File: src/rtl/booth_mult_seq.sv
// Sequential radix-4 Booth multiplier: one Booth digit per clock, signed or unsigned
// operands chosen per transaction, valid/ready handshakes on both sides.
module booth_mult_seq #(
    parameter int WA = 16,
    parameter int WB = 16
) (
    input  logic               clk,
    input  logic               rst_n,
    input  logic               in_valid,
    output logic               in_ready,
    input  logic [WA-1:0]      A,
    input  logic [WB-1:0]      B,
    input  logic               signed_mode,
    output logic               out_valid,
    input  logic               out_ready,
    output logic [WA+WB-1:0]   P,
    output logic               busy
);
    localparam int WBX  = ((WB + 2) / 2) * 2;
    localparam int ITER = WBX / 2;
    localparam int ACCW = WA + WBX + 2;
    localparam int CW   = (ITER > 1) ? $clog2(ITER) : 1;

    typedef enum logic [1:0] {IDLE, CALC, DONE} state_t;

    state_t              state_reg, state_next;
    logic [WA+1:0]       a_reg;
    logic [WBX:0]        b_reg;      // {Bx, 1'b0}: bit 0 supplies Bx[-1] for digit 0
    logic [ACCW-1:0]     acc_reg, acc_next, ax_full, pp;
    logic [CW-1:0]       cnt_reg;
    logic [WA+WB-1:0]    p_reg;
    logic                last_digit, accept;
    logic [WA+1:0]       a_ext;
    logic [WBX-1:0]      b_ext;

    assign last_digit = (cnt_reg == CW'(ITER - 1));
    assign accept     = (state_reg == IDLE) && in_valid;
    assign a_ext      = {{2{signed_mode & A[WA-1]}}, A};
    assign b_ext      = {{(WBX-WB){signed_mode & B[WB-1]}}, B};

    assign in_ready   = (state_reg == IDLE);
    assign out_valid  = (state_reg == DONE);
    assign busy       = (state_reg != IDLE);
    assign P          = p_reg;

    always_ff @(posedge clk or negedge rst_n) begin
        if (!rst_n) begin
            state_reg <= IDLE;
        end else begin
            state_reg <= state_next;
        end
    end

    always_comb begin
        state_next = state_reg;
        case (state_reg)
            IDLE:    if (in_valid)   state_next = CALC;
            CALC:    if (last_digit) state_next = DONE;
            DONE:    if (out_ready)  state_next = IDLE;
            default: state_next = IDLE;
        endcase
    end

    // Partial product for the current digit, taken from the low triplet of the shifting B copy.
    always_comb begin
        ax_full = {{WBX{a_reg[WA+1]}}, a_reg};
        pp      = '0;
        case (b_reg[2:0])
            3'b001, 3'b010: pp = ax_full;
            3'b011:         pp = ax_full << 1;
            3'b100:         pp = -(ax_full << 1);
            3'b101, 3'b110: pp = -ax_full;
            default:        pp = '0;
        endcase
        acc_next = acc_reg + (pp << {cnt_reg, 1'b0});
    end

    always_ff @(posedge clk or negedge rst_n) begin
        if (!rst_n) begin
            a_reg   <= '0;
            b_reg   <= '0;
            acc_reg <= '0;
            cnt_reg <= '0;
            p_reg   <= '0;
        end else if (accept) begin
            a_reg   <= a_ext;
            b_reg   <= {b_ext, 1'b0};
            acc_reg <= '0;
            cnt_reg <= '0;
        end else if (state_reg == CALC) begin
            acc_reg <= acc_next;
            b_reg   <= b_reg >> 2;
            cnt_reg <= cnt_reg + CW'(1);
            if (last_digit) begin
                p_reg <= acc_next[WA+WB-1:0];
            end
        end
    end
endmodule
File: config.mk
export PLATFORM = sky130hd
export DESIGN_NAME = booth_mult_seq
export DESIGN_NICKNAME = d
export VERILOG_FILES = /design/src/rtl/booth_mult_seq.sv
export SDC_FILE = /design/constraint.sdc
export NUM_CORES = 1
export LEC_CHECK = 0
export CAP_MARGIN = 20
export CORE_MARGIN = 2
export CORE_UTILIZATION = 31
export DETAILED_ROUTE_END_ITERATION = 12
export GPL_TIMING_DRIVEN = 0
export PLACE_DENSITY_LB_ADDON = 0.12
export SLEW_MARGIN = 20
export SYNTH_ARGS = -nofsm -noshare
export SYNTH_HDL_FRONTEND = slang
export SYNTH_SLANG_ARGS = --single-unit
File: constraint.sdc
create_clock -name clk -period 6.7 [get_ports clk]
set_input_delay 1.34 -clock clk [delete_from_list [all_inputs] [get_ports clk]]
set_output_delay 1.34 -clock clk [all_outputs]
set_load 0.05 [all_outputs]
==> flow_summary.toml <==
[status]
status = "completed"

[floorplanning]
rows = 57
coreArea_um2 = 24400
die_w_um = 162
floorplan.initialDensity_pct = 31.6
dieHeight_um = 162
pin_count = 72
dieArea_um2 = 26200

[critical_path]
cp.required_ns = 6.95
cp-start-kind = "flip-flop"
critPathMaxFanout = 10
rr_worst_depth = 19
crit_type = "flip-flop to flip-flop"
worst_setup_path_end_kind = "flip-flop"
critPathArrivalTime_ns = 6.46

[cts]
path_clk_slew_ns = 0.08
cts_max_level = 3
post-cts-setup-buffers = 0
tritoncts = "yes"
clock_path_buffers = 2
cts_made_buffers = 9
clock_latency_ns = 0.36
cts.sinks = 105
root_buffer = "clkbuf_16"

[timing]
hold_violations = 0
rsz0062_at_grt = "false"
clock_skew_ns = 0.00979
final.setup.worst_slack_ns = 0.487
slew_headroom_pct = 47.7
finalSetupViolCount = 0
worst_slew_pin_slew_ns = 0.785
finalCritPeriodShare_pct = 92.7
slew_viol_final = 0
fin_crit_ns = 6.21
finalSetupTns_ns = 0
fmax_mhz = 161

[global_routing]
grtUsageTotal_pct = 20.1
gr-total-overflow = 0
grt_max_degree = 62
grt_pass1_vias = 7159
grt_pass1_wl_um = 41000
antenna_found_initial = 0

[place]
hpwl_um = 19500
port_buffers = 71
pre_cts_ws_ns = 0.320
dp.cells = 1325
gp_congestion = 0.896

[drt]
firstDrtPassIters = 5
drc = 0
num_vias = 7283
wl_per_cell_um = 19.0
drt_iter0_markers = 559
vias_per_cell = 5.43
wl_um = 25500
antenna_left = 0

[final_layout]
layout-drive-gt1-share_pct = 6.39
syn_to_final_growth_pct = 19.1
fin_nets = 1084
multi_input_area_um2 = 4750
diodes = 0
register_area_um2 = 2630
fillers = 2567
fin_cells = 1341

[worst_hold_path]
worst_hold_path.num_cells = 2
hold_path_class = "flip-flop to flip-flop"

[yosys]
ys_seq_area_share_pct = 34.1
syn_area_um2 = 7710
ys_types = 68
synth_nets = 1001
postSynthAreaPerCell_um2 = 8.30
syn_inst = 929
ys.flop_type = "dfrtp_1"
synth-edff-count = 0
async_reset_ff_share_pct = 100
ys_ff_latch = 105
yosys_warnings = 0

[flow_run]
max-cap-violations = 0
logic make-up after synthesis:
group	Yosys count	share of synthesized area (%)
multiplexers	51	7.50
AO/OA/AOI/OAI	281	23.8
adder cells (fa/ha/maj)	35	5.78
flip-flops	105	34.1
buffers and inverters	86	4.33
XOR/XNOR	41	4.84
AND/OR/NAND/NOR	330	19.7
critical path, cell delays in order (launching register included):
cell and delay (ns):
dfrtp_1 0.48, clkbuf_1 0.39, clkbuf_1 0.41, clkbuf_2 0.36, o21ai_0 0.17, xnor2_1 0.16
a221oi_1 0.52, mux2i_1 0.19, mux2_2 0.32, o21ai_0 0.39, nor2_1 0.19, ha_1 0.42
a211oi_1 0.09, o21ai_0 0.38, a311oi_1 0.17, a21oi_1 0.29, a21oi_1 0.16, a21oi_2 0.33
xnor3_1 0.39, mux2_2 0.27
Yosys cell counts (3+ instances only):
master / n / area share (%)
or4_1: 3 / 0.29
mux2_2: 24 / 3.5
dfrtp_1: 105 / 34
nand2b_1: 9 / 0.73
nand2_1: 157 / 7.6
o22ai_1: 3 / 0.24
or2_2: 3 / 0.24
and3_1: 5 / 0.41
nand4_1: 5 / 0.41
nor3_1: 15 / 0.97
o31ai_1: 9 / 0.88
buf_2: 3 / 0.19
a221oi_1: 10 / 1.1
and2_1: 7 / 0.57
a221o_1: 5 / 0.65
mux4_2: 3 / 0.88
o21ai_0: 87 / 5.6
xor2_1: 19 / 2.2
nor3b_1: 3 / 0.29
nor2b_1: 10 / 0.81
or3_1: 3 / 0.24
nor4_1: 5 / 0.41
a22oi_1: 22 / 2.1
a31oi_1: 10 / 0.81
clkbuf_1: 49 / 2.4
nor2_1: 53 / 2.6
o21bai_1: 9 / 0.88
a21o_1: 17 / 1.7
a21oi_1: 51 / 3.3
inv_1: 22 / 1.1
nand3_1: 41 / 2.7
ha_1: 34 / 5.5
buf_1: 9 / 0.44
xnor2_1: 21 / 2.4
mux2i_1: 24 / 3.1
o21a_1: 8 / 0.78
a211oi_1: 13 / 1.3
o211ai_1: 5 / 0.49
a22o_1: 10 / 1.1
area by class of cell:
class | count | area share (%)
flip-flops and latches | 105 | 28.6
inverters | 24 | 0.981
plain buffers | 62 | 2.67
clock buffers | 10 | 2.49
clock inverters | 6 | 1.06
repair buffers | 72 | 8.05
well taps | 324 | 4.41
multi-input cells | 738 | 51.7
layout by cell type, fill, tap and decap left out, types with 10 or more instances in the layout:
cell type        synthesis  final
inv_1                   22     22
nor3_1                  15     15
a221oi_1                10     10
ha_1                    34     34
xnor2_1                 21     21
a211oi_1                13     13
dfrtp_1                105    105
a21oi_1                 51     50
clkdlybuf4s50_1          0     70
o21ai_0                 87     87
clkbuf_1                49     49
a22o_1                  10     10
a21o_1                  17     17
mux2_2                  24     24
nor2b_1                 10     10
nand3_1                 41     41
xor2_1                  19     19
a22oi_1                 22     22
mux2i_1                 24     24
a31oi_1                 10     10
nor2_1                  53     53
nand2_1                157    157
metal layers:
layer / wire length (µm) / GRT usage [%] / vias to the layer above
li1: - / - / 3530
met1: 12700 / 29.6 / 3548
met2: 11300 / 31.0 / 181
met3: 1060 / 2.27 / 24
met4: 463 / 6.07 / 0
met5: 0 / 0 / -
worst paths after layout:
path / start / to / slack, ns
setup / recovery: b_reg[2]$_DFFE_PN0P_ / P[31]$_DFFE_PN0P_ / 0.49
hold / removal: b_reg[12]$_DFFE_PN0P_ / b_reg[12]$_DFFE_PN0P_ / 0.48
setup reg to reg: b_reg[2]$_DFFE_PN0P_ / P[31]$_DFFE_PN0P_ / 0.49
hold reg to reg: b_reg[12]$_DFFE_PN0P_ / b_reg[12]$_DFFE_PN0P_ / 0.48
max in group asynchronous: rst_n / acc_reg[25]$_DFFE_PN0P_ / 5.06
min in group asynchronous: rst_n / b_reg[7]$_DFFE_PN0P_ / 0.95
what timing repair did:
action	4_1_cts	5_1_grt
gates resized for setup	0	3
endpoints found under the hold margin	0	0
endpoints found under the setup margin	0	2
hold buffers	0	0
stage by stage:
step | utilization, % | area (µm²) | hold WS [ns]
global placement | 36.2 | 8830 | 0.460
finish | 37.7 | 9190 | 0.478
detailed placement | 36.3 | 8860 | 0.464
CTS | 37.6 | 9180 | 0.485
floorplan | - | 7710 | 0.447
global route | 37.7 | 9190 | 0.501
Power is not shown: default switching activity piles up to over one toggle a cycle in this logic, so the estimate is an artifact.
